--- src/rtl/ptw_arb_pkg.sv ---
// rtl/ptw_arb_pkg.sv - shared state, requester and owner definitions for the PTW memory arbiter
package ptw_arb_pkg;

  typedef logic [1:0] state_t;

  localparam state_t IDLE  = 2'd0;
  localparam state_t ISSUE = 2'd1;
  localparam state_t WAIT  = 2'd2;
  localparam state_t DRAIN = 2'd3;

  typedef logic owner_t;

  localparam owner_t REQ_I = 1'b0;
  localparam owner_t REQ_D = 1'b1;

  function automatic owner_t grant_owner(input logic [1:0] grant);
    return grant[REQ_D] ? REQ_D : REQ_I;
  endfunction

endpackage

--- src/rtl/rr_arb2.sv ---
// rtl/rr_arb2.sv - two-way round-robin grant with a last-grant register
module rr_arb2
  import ptw_arb_pkg::*;
(
  input  logic       CLK,
  input  logic       RST_N,
  input  logic [1:0] req,
  input  logic       advance,
  output logic [1:0] grant
);

  owner_t last_grant;

  // A lone requester always wins; a tie goes to whoever was not granted last.
  always_comb begin
    grant = req;
    if (req == 2'b11) begin
      grant = (last_grant == REQ_D) ? 2'b01 : 2'b10;
    end
  end

  always_ff @(posedge CLK or negedge RST_N) begin
    if (!RST_N) begin
      last_grant <= REQ_D;
    end else if (advance && (req != 2'b00)) begin
      last_grant <= grant_owner(grant);
    end
  end

endmodule

--- src/rtl/ptw_mem_arbiter.sv ---
// rtl/ptw_mem_arbiter.sv - shares one AXI read channel between the ITLB and DTLB page-table walkers
module ptw_mem_arbiter
  import ptw_arb_pkg::*;
#(
  parameter int ADDR_WIDTH     = 64,
  parameter int DATA_WIDTH     = 64,
  parameter int TIMEOUT_CYCLES = 1024,
  parameter int CNT_WIDTH      = 11
) (
  input  logic                  CLK,
  input  logic                  RST_N,
  input  logic                  I_ADDR_VALID,
  input  logic [ADDR_WIDTH-1:0] I_ADDR,
  input  logic                  I_FLUSH,
  output logic                  I_DATA_VALID,
  output logic [DATA_WIDTH-1:0] I_DATA,
  output logic                  I_ERR,
  input  logic                  D_ADDR_VALID,
  input  logic [ADDR_WIDTH-1:0] D_ADDR,
  input  logic                  D_FLUSH,
  output logic                  D_DATA_VALID,
  output logic [DATA_WIDTH-1:0] D_DATA,
  output logic                  D_ERR,
  output logic                  M_ADDR_VALID,
  output logic [ADDR_WIDTH-1:0] M_ADDR,
  input  logic                  M_ADDR_READY,
  input  logic                  M_DATA_VALID,
  input  logic [DATA_WIDTH-1:0] M_DATA,
  input  logic                  M_ERR,
  output logic                  BUSY
);

  state_t                state;
  owner_t                owner;
  logic                  pending_i;
  logic                  pending_d;
  logic [ADDR_WIDTH-1:0] addr_i;
  logic [ADDR_WIDTH-1:0] addr_d;
  logic [CNT_WIDTH-1:0]  cnt;
  logic                  discard;

  logic [1:0] req;
  logic [1:0] grant;
  logic       advance;
  logic       launch;
  logic       flush_owner;
  logic       owns_i;
  logic       owns_d;
  logic       cap_i;
  logic       cap_d;
  logic       rsp_take;
  logic       timeout_hit;
  logic       forward;

  assign flush_owner = (owner == REQ_I) ? I_FLUSH : D_FLUSH;

  // A walker still owns the read until its data arrives, unless it flushed it away.
  assign owns_i = (owner == REQ_I) && !discard &&
                  ((state == ISSUE) || ((state == WAIT) && !M_DATA_VALID));
  assign owns_d = (owner == REQ_D) && !discard &&
                  ((state == ISSUE) || ((state == WAIT) && !M_DATA_VALID));

  assign cap_i = I_ADDR_VALID && (I_FLUSH || (!pending_i && !owns_i));
  assign cap_d = D_ADDR_VALID && (D_FLUSH || (!pending_d && !owns_d));

  assign req         = {pending_d && !D_FLUSH, pending_i && !I_FLUSH};
  assign rsp_take    = (state == WAIT) && M_DATA_VALID;
  assign timeout_hit = (state == WAIT) && !M_DATA_VALID &&
                       (cnt == CNT_WIDTH'(TIMEOUT_CYCLES - 1));
  assign advance     = (state == IDLE) || rsp_take;
  assign launch      = advance && (req != 2'b00);
  assign forward     = !discard && !flush_owner;

  assign M_ADDR_VALID = (state == ISSUE);
  assign BUSY         = (state != IDLE) || pending_i || pending_d;

  rr_arb2 u_rr_arb2 (
    .CLK     (CLK),
    .RST_N   (RST_N),
    .req     (req),
    .advance (advance),
    .grant   (grant)
  );

  always_ff @(posedge CLK or negedge RST_N) begin
    if (!RST_N) begin
      pending_i <= 1'b0;
      pending_d <= 1'b0;
      addr_i    <= '0;
      addr_d    <= '0;
    end else begin
      pending_i <= (pending_i && !I_FLUSH && !(launch && grant[REQ_I])) || cap_i;
      pending_d <= (pending_d && !D_FLUSH && !(launch && grant[REQ_D])) || cap_d;
      if (cap_i) begin
        addr_i <= I_ADDR;
      end
      if (cap_d) begin
        addr_d <= D_ADDR;
      end
    end
  end

  always_ff @(posedge CLK or negedge RST_N) begin
    if (!RST_N) begin
      state   <= IDLE;
      owner   <= REQ_I;
      M_ADDR  <= '0;
      cnt     <= '0;
      discard <= 1'b0;
    end else if (launch) begin
      // A returning response frees the channel in the same cycle the next walk is granted.
      state   <= ISSUE;
      owner   <= grant_owner(grant);
      M_ADDR  <= grant[REQ_I] ? addr_i : addr_d;
      discard <= 1'b0;
    end else begin
      case (state)
        IDLE: begin
          state <= IDLE;
        end
        ISSUE: begin
          if (flush_owner) begin
            discard <= 1'b1;
          end
          if (M_ADDR_READY) begin
            state <= WAIT;
            cnt   <= '0;
          end
        end
        WAIT: begin
          if (M_DATA_VALID) begin
            state   <= IDLE;
            discard <= 1'b0;
          end else if (timeout_hit) begin
            state   <= DRAIN;
            discard <= 1'b0;
          end else begin
            cnt <= cnt + 1'b1;
            if (flush_owner) begin
              discard <= 1'b1;
            end
          end
        end
        DRAIN: begin
          if (M_DATA_VALID) begin
            state <= IDLE;
          end
        end
        default: begin
          state <= IDLE;
        end
      endcase
    end
  end

  always_ff @(posedge CLK or negedge RST_N) begin
    if (!RST_N) begin
      I_DATA_VALID <= 1'b0;
      I_DATA       <= '0;
      I_ERR        <= 1'b0;
      D_DATA_VALID <= 1'b0;
      D_DATA       <= '0;
      D_ERR        <= 1'b0;
    end else begin
      I_DATA_VALID <= 1'b0;
      I_DATA       <= '0;
      I_ERR        <= 1'b0;
      D_DATA_VALID <= 1'b0;
      D_DATA       <= '0;
      D_ERR        <= 1'b0;
      if (rsp_take && forward) begin
        if (owner == REQ_I) begin
          I_DATA_VALID <= 1'b1;
          I_DATA       <= M_DATA;
          I_ERR        <= M_ERR;
        end else begin
          D_DATA_VALID <= 1'b1;
          D_DATA       <= M_DATA;
          D_ERR        <= M_ERR;
        end
      end else if (timeout_hit && forward) begin
        // The late read is still owed by the master; DRAIN swallows it.
        if (owner == REQ_I) begin
          I_DATA_VALID <= 1'b1;
          I_ERR        <= 1'b1;
        end else begin
          D_DATA_VALID <= 1'b1;
          D_ERR        <= 1'b1;
        end
      end
    end
  end

endmodule

--- config.mk ---
export PLATFORM = sky130hd
export DESIGN_NAME = ptw_mem_arbiter
export DESIGN_NICKNAME = d
export VERILOG_FILES = /design/src/rtl/ptw_arb_pkg.sv /design/src/rtl/rr_arb2.sv /design/src/rtl/ptw_mem_arbiter.sv
export SDC_FILE = /design/constraint.sdc
export NUM_CORES = 1
export LEC_CHECK = 0
export BUFFER_PORTS_ARGS = -buffer_cell sky130_fd_sc_hd__buf_2
export CORE_MARGIN = 2
export CORE_UTILIZATION = 45
export DETAILED_ROUTE_END_ITERATION = 12
export MAX_ROUTING_LAYER = met4
export PLACE_DENSITY = 0.74
export SYNTH_ARGS = -nofsm -noshare
export SYNTH_HDL_FRONTEND = slang
export SYNTH_SLANG_ARGS = --single-unit
export TNS_END_PERCENT = 10
--- constraint.sdc ---
create_clock -name CLK -period 1.96 [get_ports CLK]
set_input_delay 0 -clock CLK [delete_from_list [all_inputs] [get_ports CLK]]
set_output_delay 0 -clock CLK [all_outputs]
set_load 0.05 [all_outputs]
# Word level (Yosys, flattened, before mapping)
# Index checks and enable logic that the tools add are counted.
# Widths: inputs -> output; s select.
# op_classes
n_eq_ne,11
n_reduce_logical,47
n_addsub,1
muxes,34
bitwise,2
# ops
operator,n
$mux 64,5
$mux 11,3
$pmux 11 s2,1
$logic_and 1x1->1,21
$mux 1,16
$mux 2,7
$add 11x1->11 const B,1
$eq 11x10->1 const B,1
$logic_not 1->1,11
$logic_or 1x1->1,8
$pmux 2 s4,1
$eq 2x2->1 const B,3
$reduce_bool 2->1,3
$reduce_and 5->1,1
$ne 2x2->1 const B,2
$ne 4x4->1 const B,1
$ne 3x1->1 const B,1
$ne 3x3->1 const B,1
$reduce_and 3->1,1
$reduce_bool 3->1,1
$eq 2x1->1 const B,1
$logic_not 2->1,1
$ne 2x1->1 const B,1
$not 1->1,2
$pmux 1 s2,1
# totals
regBits,342
elab_cells,111
input_bits,201
output_inout_bits,198

# Depth between registers and ports, before layout
# Gate-level depths: netlist (run 1).
# logic_depth
ltp_word,9
mapped_depth,10
depth_no_buf,7

# Cells and area by module
# From an unflattened synthesis (run 1), not the netlist that was laid out.
# unflattened
hier_cells,968
area_unflattened_um2,13125.1
# by_module_without_submodules
mod,area_per_inst_um2,n_inst,seq_area_each_um2,cells_each
ptw_mem_arbiter,13068.8,1,8533.2,962
rr_arb2,56.3,1,26.3,6

# Worst setup path after synthesis (run 1)
# No wires, ideal clock.
# synth_timing
path_type,reg2reg
from,register state[1]
to,register addr_i[44]
path_stages_with_launch,9
synth_period_minus_slack_ps,2183
setup_ps,125
required_ps,1835
t_arrival_ps,2058
path_buffers,2
slack_ps,-223
path_cell_list,dfrtp_1 inv_1 ha_1 or2_1 a31oi_1 o21a_1 buf_4 buf_6 mux2_2
# synth_via
word_cells_on_any_way,9
classes_between,eq/ne (2); reduce/logical (7)
# synth_lines
item,line,rtl
"start, declared",ptw_mem_arbiter.sv:33,state_t state;
"start signal, assigned",ptw_mem_arbiter.sv:105,state <= IDLE;
"start signal, assigned",ptw_mem_arbiter.sv:112,state <= ISSUE;
"start signal, assigned",ptw_mem_arbiter.sv:119,state <= IDLE;
$eq 2x1->1,-,
named net M_ADDR_VALID,ptw_mem_arbiter.sv:24,"output logic M_ADDR_VALID,"
$logic_or 1x1->1,ptw_mem_arbiter.sv:59,((state == ISSUE) || ((state == WAIT) && !M_DATA_VALID));
$logic_and 1x1->1,ptw_mem_arbiter.sv:58,assign owns_i = (owner == REQ_I) && !discard &&
$logic_not 1->1,ptw_mem_arbiter.sv:63,assign cap_i = I_ADDR_VALID && (I_FLUSH || (!pending_i && !owns_i));
$logic_and 1x1->1,ptw_mem_arbiter.sv:63,
$logic_or 1x1->1,ptw_mem_arbiter.sv:63,
$logic_and 1x1->1,ptw_mem_arbiter.sv:63,
"end signal, assigned",ptw_mem_arbiter.sv:89,addr_i <= '0;
"end signal, assigned",ptw_mem_arbiter.sv:95,addr_i <= I_ADDR;
"end, declared",ptw_mem_arbiter.sv:37,logic [ADDR_WIDTH-1:0] addr_i;
# The timed path passes the listed nets, and every way through them passes these cells.
# A chain may end at the register's enable or synchronous reset.

# Worst setup path after layout (run 1)
# layout_timing
from,register state[0]
to,register addr_d[42]
# layout_via
elab_chain_cells,8
word_cells_on_any_way,9
classes_between,eq/ne (2); reduce/logical (7)
# layout_lines
item,line,rtl
$eq 2x2->1,ptw_mem_arbiter.sv:61,((state == ISSUE) || ((state == WAIT) && !M_DATA_VALID));
$logic_and 1x1->1,ptw_mem_arbiter.sv:61,
$logic_or 1x1->1 *,ptw_mem_arbiter.sv:61,
$logic_and 1x1->1 *,ptw_mem_arbiter.sv:60,assign owns_d = (owner == REQ_D) && !discard &&
$logic_not 1->1 *,ptw_mem_arbiter.sv:64,assign cap_d = D_ADDR_VALID && (D_FLUSH || (!pending_d && !owns_d));
$logic_and 1x1->1 *,ptw_mem_arbiter.sv:64,
$logic_or 1x1->1 *,ptw_mem_arbiter.sv:64,
$logic_and 1x1->1 *,ptw_mem_arbiter.sv:64,
"end signal, assigned",ptw_mem_arbiter.sv:90,addr_d <= '0;
"end signal, assigned",ptw_mem_arbiter.sv:98,addr_d <= D_ADDR;
"end, declared",ptw_mem_arbiter.sv:38,logic [ADDR_WIDTH-1:0] addr_d;
# Mark *: on every way between the ends. The rest lies on a longest branch, timed or not.

==> impl_metrics.toml, run 1 <==
[setup_path]
cp_slowest_cell = "dfrtp_1"
crit_type = "reg2reg"
critPathMaxStageDelay_ps = 390
path_cells = "inv_2 > ha_4 > nor2b_4 > or2_1 > a31oi_1 > o21a_4 > buf_12 > mux2_2"
required_ps = 2340
startpoint_type = "register"
cp_max_fo = 23
end_kind = "register"
worstPathArrival_ps = 2500

[placement]
place_ws_ps = -224.4
hpwl_microns = 23920
port-buffer-count = 398
place_area_sq_um = 15710
gp_congestion = 0.8602

[timing]
setup_violations = 130
timing.final.crit_share_pct = 108.4
setup_slack_ps = -165.3
relSlewSlack_pct = 57.28
whs_ps = 58.22
rsz0062_at_grt = "true"
worst_pin_slew_ps = 640.8
skew_ps = 16.98
fin_crit_ps = 2125
timing.fmax_mhz = 470.5
hold_viol_final = 0
slew_viol_final = 0

[logic_synthesis]
synth.area.top_cells = "dfrtp_1 66%, mux2_2 9.3%, and2_1 6.2%"
yosysMostFrequentCell = "dfrtp_1"
synth_warnings = 0
yosys.area.top_type_share_pct = 65.82
synth_area_per_cell_sq_um = 13.60
yosysSeqAreaShare_pct = 66.02
synth_cell_types = 43
synth_common_cells = "341 x dfrtp_1, 129 x and2_1, 107 x mux2_2, 83 x nor2_1, 66 x a21oi_1"
ys_async_sr_fraction_pct = 100.0
synth_seq_cells = 342
synth_nets = 1159
netlist_area_sq_um = 12960
synth_edf_count = 0
synthCells = 953
yosysTopAreaCell = "dfrtp_1"
synth_ff_type = "dfrtp_1"

[power_and_ir_drop]
pwr-share-seq_pct = 38.2
p_total_w = 0.02504
netSwitchingPower_w = 0.009240
peakVddDrop_mv = 0.7313
p_clk_share_pct = 26.4
share_comb_of_total_power_pct = 35.3
switching_share_pct = 36.89
p_int_w = 0.01580
leakagePower_nw = 9.536
pwr_density_cell_nw_per_um2 = 1301

[route]
num_vias = 9906
routed_via_density = 4.963
drc = 0
routedWlPerCell_microns = 19.75
drt-initial-drc-count = 588
postRouteAntennaNets = 0
wl_microns = 39430
dr.pass1.iters = 5

[floorplanning]
core_sq_um = 28550
fp-row-count = 62
dieArea_sq_um = 30180
ios = 399
fp.dieH_microns = 173.7
start_util_pct = 45.42
die_w_microns = 173.7

[clock_tree]
cts_buffers = 36
clockBufferDepth = 3
clock_latency_ps = 510
clk_pin_slew_ps = 60
ctsHtreeMaxLevel = 2
clkSinkCount = 342
cts_tree = "done"
cts-root-buf = "clkbuf_16"

[final_layout]
fin_nets = 1792
stdcell_area_sq_um = 19250
drive_above_1_share_pct = 39.50
area_growth_pct = 48.49
layout.area.seq_sq_um = 8559
final_util_pct = 67.44
multiInputGateArea_sq_um = 4420
fill_cells = 1978

[global_route]
grt_start_max_net_pins = 81
grt-ovfl-total = 0
antenna_found_initial = 2
grt_pass1_vias = 10980
track_usage_pct = 26.95
grt_pass1_wl_microns = 61380

[hold_path]
hold_class = "in2async"

[job]
drv_cap = 0

[outcome]
status = "finished with violations"
failed_checks = "negative setup slack"
placed cells by master, fill, tap and decap left out, types with 7 or more instances in the layout:
master,instances
mux2_4,59
dlygate4sd3_1,198
and2_1,129
mux2_1,17
o21ai_0,13
clkinv_2,9
buf_2,397
mux2_2,53
clkbuf_8,8
buf_4,28
nand2_1,11
a21oi_1,64
inv_1,7
mux2i_1,64
dfrtp_1,341
buf_12,16
clkbuf_16,37
nor2_1,81
sequential cells by signal (all words and copies together) (netlist names), 2 cells and up:
signal	cells
addr_d	64
M_ADDR	64
addr_i	64
D_DATA	64
state	2
I_DATA	64
cnt	11
power groups by stage:
| stage | clock network (W) | logic (W) | registers [W] |
|---|---|---|---|
| 2_1_floorplan | 0 | 0.00327 | 0.0119 |
| 3_3_place_gp | 0 | 0.00771 | 0.00953 |
| 3_5_place_dp | 0 | 0.00789 | 0.00960 |
| 4_1_cts | 0.00674 | 0.00863 | 0.00951 |
| 5_1_grt | 0.00707 | 0.00941 | 0.00974 |
| 6_report | 0.00662 | 0.00885 | 0.00957 |
critical path: cells and delay by family (launching register included):
family / cells / cell delay [ps]
buffers and inverters: 2 / 280
AOI/OAI and AO/OA: 2 / 430
adders and majority gates: 1 / 160
DFF: 1 / 390
muxes: 1 / 370
and+or+nand+nor: 2 / 350
what timing repair did:
item | in CTS | in global routing
setup buffers | 6 | 1
hold buffers | 198 | 0
hold endpoints to repair | 366 | 0
resized for setup | 48 | 25
pin swaps | 1 | 1
cloned | 2 | 0
endpoints found under the setup margin | 178 | 190
layer usage:
metal  wire [microns]  GRT usage (%)  share of wire, %
met1            15410          31.53                39
met2            19570          44.72                50
met3             3430          8.794               8.7
met4             1025          7.633               2.6
met5                0              -                 0
layout make-up:
cell class	instances	share of cell area (%)
Clock inverter	12	0.4810
Inverter	8	0.1560
Multi-Input combinational cell	554	22.96
Tap cell	384	2.496
Clock buffer	50	5.479
Antenna cell	2	0.02600
Timing Repair Buffer	644	23.94
Sequential cell	342	44.46
logic make-up after synthesis:
logic type               synth area share (%)
AND/OR/NAND/NOR                         10.49
AO/OA/AOI/OAI                           4.555
adder cells (fa/ha/maj)                0.4825
multiplexers                            16.15
buffers and inverters                   2.307
flip-flops                              66.02
per-stage QoR:
step / setup TNS [ps] / cells
global placement: -15810 / 1725
detailed placement: -23200 / 1725
floorplan: -15600 / 953
finish: -15000 / 1996
global route: -27080 / 1996
CTS: -16690 / 1993
path summary, 6_finish.rpt:
check / from / to / slack, ps / cells past startpoint
worst max-delay path: state[0] / addr_d[42] / -170 / 8
worst min-delay path: RST_N / M_ADDR[26] / 60 / 2
worst max register to register: state[0] / addr_d[42] / -170 / 8
worst min register to register: addr_i[32] / addr_i[32] / 490 / 1
max in group asynchronous: RST_N / I_DATA[31] / 1070 / 3
min in group CLK: M_DATA_VALID / D_ERR / 70 / 4
No activity file was read; power rests on OpenSTA's default activity.
==> run 2: changes to the inputs <==
--- a/config.mk
+++ b/config.mk
@@ -7,10 +7,10 @@
 export LEC_CHECK = 0
 export BUFFER_PORTS_ARGS = -buffer_cell sky130_fd_sc_hd__buf_2
 export CORE_MARGIN = 2
-export CORE_UTILIZATION = 45
+export CORE_UTILIZATION = 51
 export DETAILED_ROUTE_END_ITERATION = 12
 export MAX_ROUTING_LAYER = met4
-export PLACE_DENSITY = 0.74
+export PLACE_DENSITY = 0.8
 export SYNTH_ARGS = -nofsm -noshare
 export SYNTH_HDL_FRONTEND = slang
 export SYNTH_SLANG_ARGS = --single-unit
==> constraint.sdc (replaced) <==
create_clock -name CLK -period 2.2 [get_ports CLK]
set_input_delay 0 -clock CLK [delete_from_list [all_inputs] [get_ports CLK]]
set_output_delay 0 -clock CLK [all_outputs]
set_load 0.05 [all_outputs]
==> impl_metrics.toml, run 2 (synthesis results as in run 1) <==
[outcome]
status = "finished with violations"
failed_checks = "negative setup slack"

[route]
routedWlPerCell_microns = 21.92
dr.pass1.iters = 5
wl_microns = 42440
drt-initial-drc-count = 652
drc = 0
routed_via_density = 5.276
postRouteAntennaNets = 0
num_vias = 10220

[final_layout]
final_common_cell = "buf_2"
fill_cells = 1418
final_cells = 1936
most-common-layout-cells = "397 x buf_2, 341 x dfrtp_1, 199 x dlygate4sd3_1, 129 x and2_1, 99 x mux2_2"
drive_above_1_share_pct = 39.38
fin_nets = 1781
area_growth_pct = 47.44

[power_and_ir_drop]
p_int_w = 0.01427
leakagePower_nw = 9.381
p_clk_share_pct = 28.1
pwr_density_cell_nw_per_um2 = 1193
netSwitchingPower_w = 0.008531
pwr-share-seq_pct = 37.7
peakVddDrop_mv = 0.9577
share_comb_of_total_power_pct = 34.3
switching_share_pct = 37.42

[timing]
rsz0062_at_grt = "true"
worst_pin_slew_ps = 623.9
skew_ps = 16.31
timing.final.crit_share_pct = 101.0
slew_viol_final = 0
setup_slack_ps = -22.53
hold_viol_final = 0
setup_violations = 5
timing.fmax_mhz = 449.9
fin_crit_ps = 2223
tns_ps = -43.75
relSlewSlack_pct = 58.40

[clock_tree]
clockBufferDepth = 3
cts_tree = "done"
cts-root-buf = "clkbuf_16"
clock_latency_ps = 510
ctsHtreeMaxLevel = 2
clkSinkCount = 342
cts_buffers = 36
clk_pin_slew_ps = 70

[setup_path]
worstPathArrival_ps = 2620
critical_path.top_delay_family = "compound AO/OA/AOI/OAI gates"
worstRegToRegCells = 8
crit_type = "reg2reg"
cp_slowest_cell = "dfrtp_1"
crit_buf_inv = 2
end_kind = "register"
cp_max_fo = 7
path_cells = "inv_2 > ha_2 > nor2b_4 > or2_4 > a31oi_4 > o21a_4 > clkbuf_16 > mux2_2"
required_ps = 2590
critPathMaxStageDelay_ps = 380
path_depth = 8
startpoint_type = "register"

[global_route]
antenna_found_initial = 5
grt-ovfl-total = 0
grt_pass1_wl_microns = 61400
grt_pass1_vias = 11360
track_usage_pct = 30.87
grt_start_max_net_pins = 133

[job]
drv_cap = 0

[placement]
place_inst = 1657
gp_congestion = 0.8420
port-buffer-count = 398
hpwl_microns = 22650

[floorplanning]
core_sq_um = 25040
die_w_microns = 163.4
ios = 399
start_util_pct = 51.78
fp-row-count = 58
dieArea_sq_um = 26710
fp.dieH_microns = 163.4

[hold_path]
hold_class = "in2async"
==> run 2: area by class of cell <==
class	instances	area, sq um	share of cell area, %
sequential	342	8559	44.78
tap	330	412.9	2.160
inverter	8	30.03	0.1571
timing repair buffer	632	4578	23.95
clock buffer	53	1107	5.793
antenna	6	15.01	0.07854
clock inverter	10	141.4	0.7396
multi-input combinational	555	4272	22.35
==> run 2: metrics by stage <==
| stage | power (W) | hold slack (ps) | utilization, % | area (sq um) | setup WS (ps) |
|---|---|---|---|---|---|
| after global placement | 0.01515 | -0.1083 | 62.02 | 15530 | 106.6 |
| final | 0.02280 | 37.48 | 76.35 | 19120 | -22.53 |
| after floorplan | 0.01340 | -295.6 | - | 12960 | 17.21 |
| after CTS | 0.02199 | 42.54 | 74.99 | 18780 | 9.947 |
| after detailed placement | 0.01541 | 7.346 | 62.02 | 15530 | -12.68 |
| after global routing | 0.02371 | 81.20 | 76.35 | 19120 | -85.92 |
==> run 2: power groups by stage <==
stage / Sequential, W / Clock, W / Combinational [W]
5_1_grt: 0.00873 / 0.00672 / 0.00827
3_5_place_dp: 0.00853 / 0 / 0.00688
4_1_cts: 0.00843 / 0.00636 / 0.00721
2_1_floorplan: 0.0106 / 0 / 0.00284
3_3_place_gp: 0.00845 / 0 / 0.00670
6_report: 0.00859 / 0.00640 / 0.00781
==> run 2: worst paths after layout <==
kind                       slack (ps)         start          to
hold reg to reg                   490        cnt[9]      cnt[9]
max in group asynchronous        1380         RST_N  D_DATA[11]
min in group CLK                   70  M_DATA_VALID       I_ERR
hold / removal                     40         RST_N  M_ADDR[47]
setup reg to reg                  -20      state[0]  addr_i[38]
setup / recovery                  -20      state[0]  addr_i[38]
==> run 2: routing by layer <==
| metal | global-route usage (%) | share of wire, % | up-vias |
|---|---|---|---|
| met2 | 53.93 | 52 | 456 |
| met4 | 12.83 | 4.2 | 0 |
| li1 | - | - | 4466 |
| met5 | - | 0 | - |
| met3 | 8.177 | 7.5 | 130 |
| met1 | 33.29 | 36 | 5163 |
==> run 2: repair_timing <==
| action | CTS | global route |
|---|---|---|
| cloned | 0 | 10 |
| hold buffers | 199 | 0 |
| endpoints found under the setup margin | 18 | 116 |
| pin swaps | 1 | 4 |
| buffers inserted | 0 | 1 |
| resized for setup | 1 | 29 |
| hold endpoints to repair | 603 | 0 |
==> run 3: changes to the inputs <==
--- a/config.mk
+++ b/config.mk
@@ -14,4 +14,4 @@
 export SYNTH_ARGS = -nofsm -noshare
 export SYNTH_HDL_FRONTEND = slang
 export SYNTH_SLANG_ARGS = --single-unit
-export TNS_END_PERCENT = 10
+export TNS_END_PERCENT = 100
==> constraint.sdc (replaced) <==
create_clock -name CLK -period 2.2 [get_ports CLK]
set_input_delay 0.11 -clock CLK [delete_from_list [all_inputs] [get_ports CLK]]
set_output_delay 0.11 -clock CLK [all_outputs]
set_load 0.05 [all_outputs]
==> impl_metrics.toml, run 3 (synthesis results as in run 1) <==
[outcome]
status = "finished, final reports clean"

[route]
routedWlPerCell_microns = 22.20
num_vias = 10240
dr.pass1.iters = 5
drt-initial-drc-count = 826
postRouteAntennaNets = 0
drc = 0
wl_microns = 43130
routed_via_density = 5.271

[timing]
slew_viol_final = 0
hold_viol_final = 0
timing.fmax_mhz = 456.6
skew_ps = 14.68
setup_violations = 0
fin_crit_ps = 2190
relSlewSlack_pct = 57.21
worst_pin_slew_ps = 641.9
timing.final.crit_share_pct = 99.55

[placement]
place_area_sq_um = 15530
place_inst = 1657
hpwl_microns = 22620
gp_congestion = 0.8818
port-buffer-count = 398

[global_route]
antenna_found_initial = 4
grt_pass1_vias = 11130
track_usage_pct = 31.04
grt-ovfl-total = 0
grt_start_max_net_pins = 133
grt_pass1_wl_microns = 61450

[power_and_ir_drop]
peakVddDrop_mv = 0.9316
pwr_density_cell_nw_per_um2 = 1185
leakagePower_nw = 9.322

[final_layout]
final_cells = 1943
layout.area.seq_sq_um = 8559
fin_nets = 1786
stdcell_area_sq_um = 19100
multiInputGateArea_sq_um = 4200
most-common-layout-cells = "397 x buf_2, 341 x dfrtp_1, 196 x dlygate4sd3_1, 129 x and2_1, 106 x mux2_2"
fill_cells = 1411
drive_above_1_share_pct = 38.56
final_common_cell = "buf_2"
area_growth_pct = 47.30

[floorplanning]
fp-row-count = 58
start_util_pct = 51.78
core_sq_um = 25040
dieArea_sq_um = 26710
fp.dieH_microns = 163.4
ios = 399
die_w_microns = 163.4

[setup_path]
path_cells = "buf_4 > ha_1 > or2_4 > a31oi_4 > o21a_4 > buf_12 > clkbuf_16 > mux2_1"
cp_slowest_cell = "dfrtp_1"
cp_max_fo = 8
critPathMaxStageDelay_ps = 380
startpoint_type = "register"
end_kind = "register"
worstRegToRegCells = 8
worstPathArrival_ps = 2570
required_ps = 2580
crit_type = "reg2reg"

[hold_path]
min_path_cells = 3
hold_class = "in2reg"

[clock_tree]
ctsHtreeMaxLevel = 2
clk_pin_slew_ps = 60
clockBufferDepth = 3
clock_latency_ps = 510
cts-root-buf = "clkbuf_16"
cts_tree = "done"
cts_buffers = 37
clkSinkCount = 342

[job]
drv_cap = 0
## run 3: cell types whose count changed in the layout (fill, tap and decap cells not counted), moves of 2 or more
cell / delta
dlygate4sd3_1: -3
clkinv_2: -2
buf_12: +2
buf_4: +3
inv_6: +2
clkbuf_1: +9
mux2_1: +13
clkbuf_8: -4
mux2_2: +7
mux2_4: -20
## run 3: path summary, 6_finish.rpt
check	start	endpoint	slack (ps)
min in group asynchronous	RST_N	M_ADDR[37]	170
hold reg to reg	addr_i[43]	addr_i[43]	490
max in group asynchronous	RST_N	I_DATA[33]	1190
setup reg to reg	state[0]	addr_i[59]	10
setup / recovery	state[0]	addr_i[59]	10
hold / removal	D_FLUSH	D_ERR	100
## run 3: layout make-up
class                   count  share of cell area, %
inverters                   8                 0.1572
well taps                 330                  2.162
flip-flops and latches    342                  44.82
clock inverters            10                 0.7797
multi-input cells         554                  21.99
clock buffers              57                  5.556
repair buffers            637                  24.46
diodes                      5                0.06552
## run 3: repair_timing
item / 4_1_cts / 5_1_grt
hold buffers: 196 / 0
resized for setup: 0 / 12
setup endpoints to repair: 0 / 66
setup buffers: 0 / 6
endpoints found under the hold margin: 328 / 0
## run 3: worst max-delay path, delay by kind of cell, from the launching register on
kind	cells	cell delay (ps)
AOI/OAI and AO/OA	2	370
adders and majority gates	1	210
buffers and inverters	3	470
DFF	1	380
muxes	1	340
and+or+nand+nor	1	280
## run 3: metal layers
| metal | vias up | global-route usage [%] | routed length, microns |
|---|---|---|---|
| met4 | 0 | 12.67 | 1652 |
| met1 | 5134 | 34.72 | 15820 |
| met2 | 493 | 52.90 | 22210 |
| met5 | - | - | 0 |
| met3 | 132 | 8.278 | 3450 |
| li1 | 4483 | - | - |
## run 3: through the flow
stage	hold WS (ps)	utilization (%)	power, W	setup slack [ps]	TNS [ps]
finish	98.86	76.28	0.02263	9.832	0
global route	110.4	76.27	0.02351	-43.25	-1528
detailed placement	139.1	62.02	0.01543	95.95	0
floorplan	-185.6	-	0.01340	17.21	0
CTS	65.59	74.69	0.02189	52.86	0
global placement	140.9	62.02	0.01518	127.1	0
## run 3: power by group
part	internal (W)	leakage, nW	switching, W	total (W)
Sequential	0.00770	4.28	0.000852	0.00855
Clock	0.00370	0.582	0.00256	0.00626
Combinational	0.00270	4.46	0.00512	0.00781
Total	0.0141	9.32	0.00852	0.0226
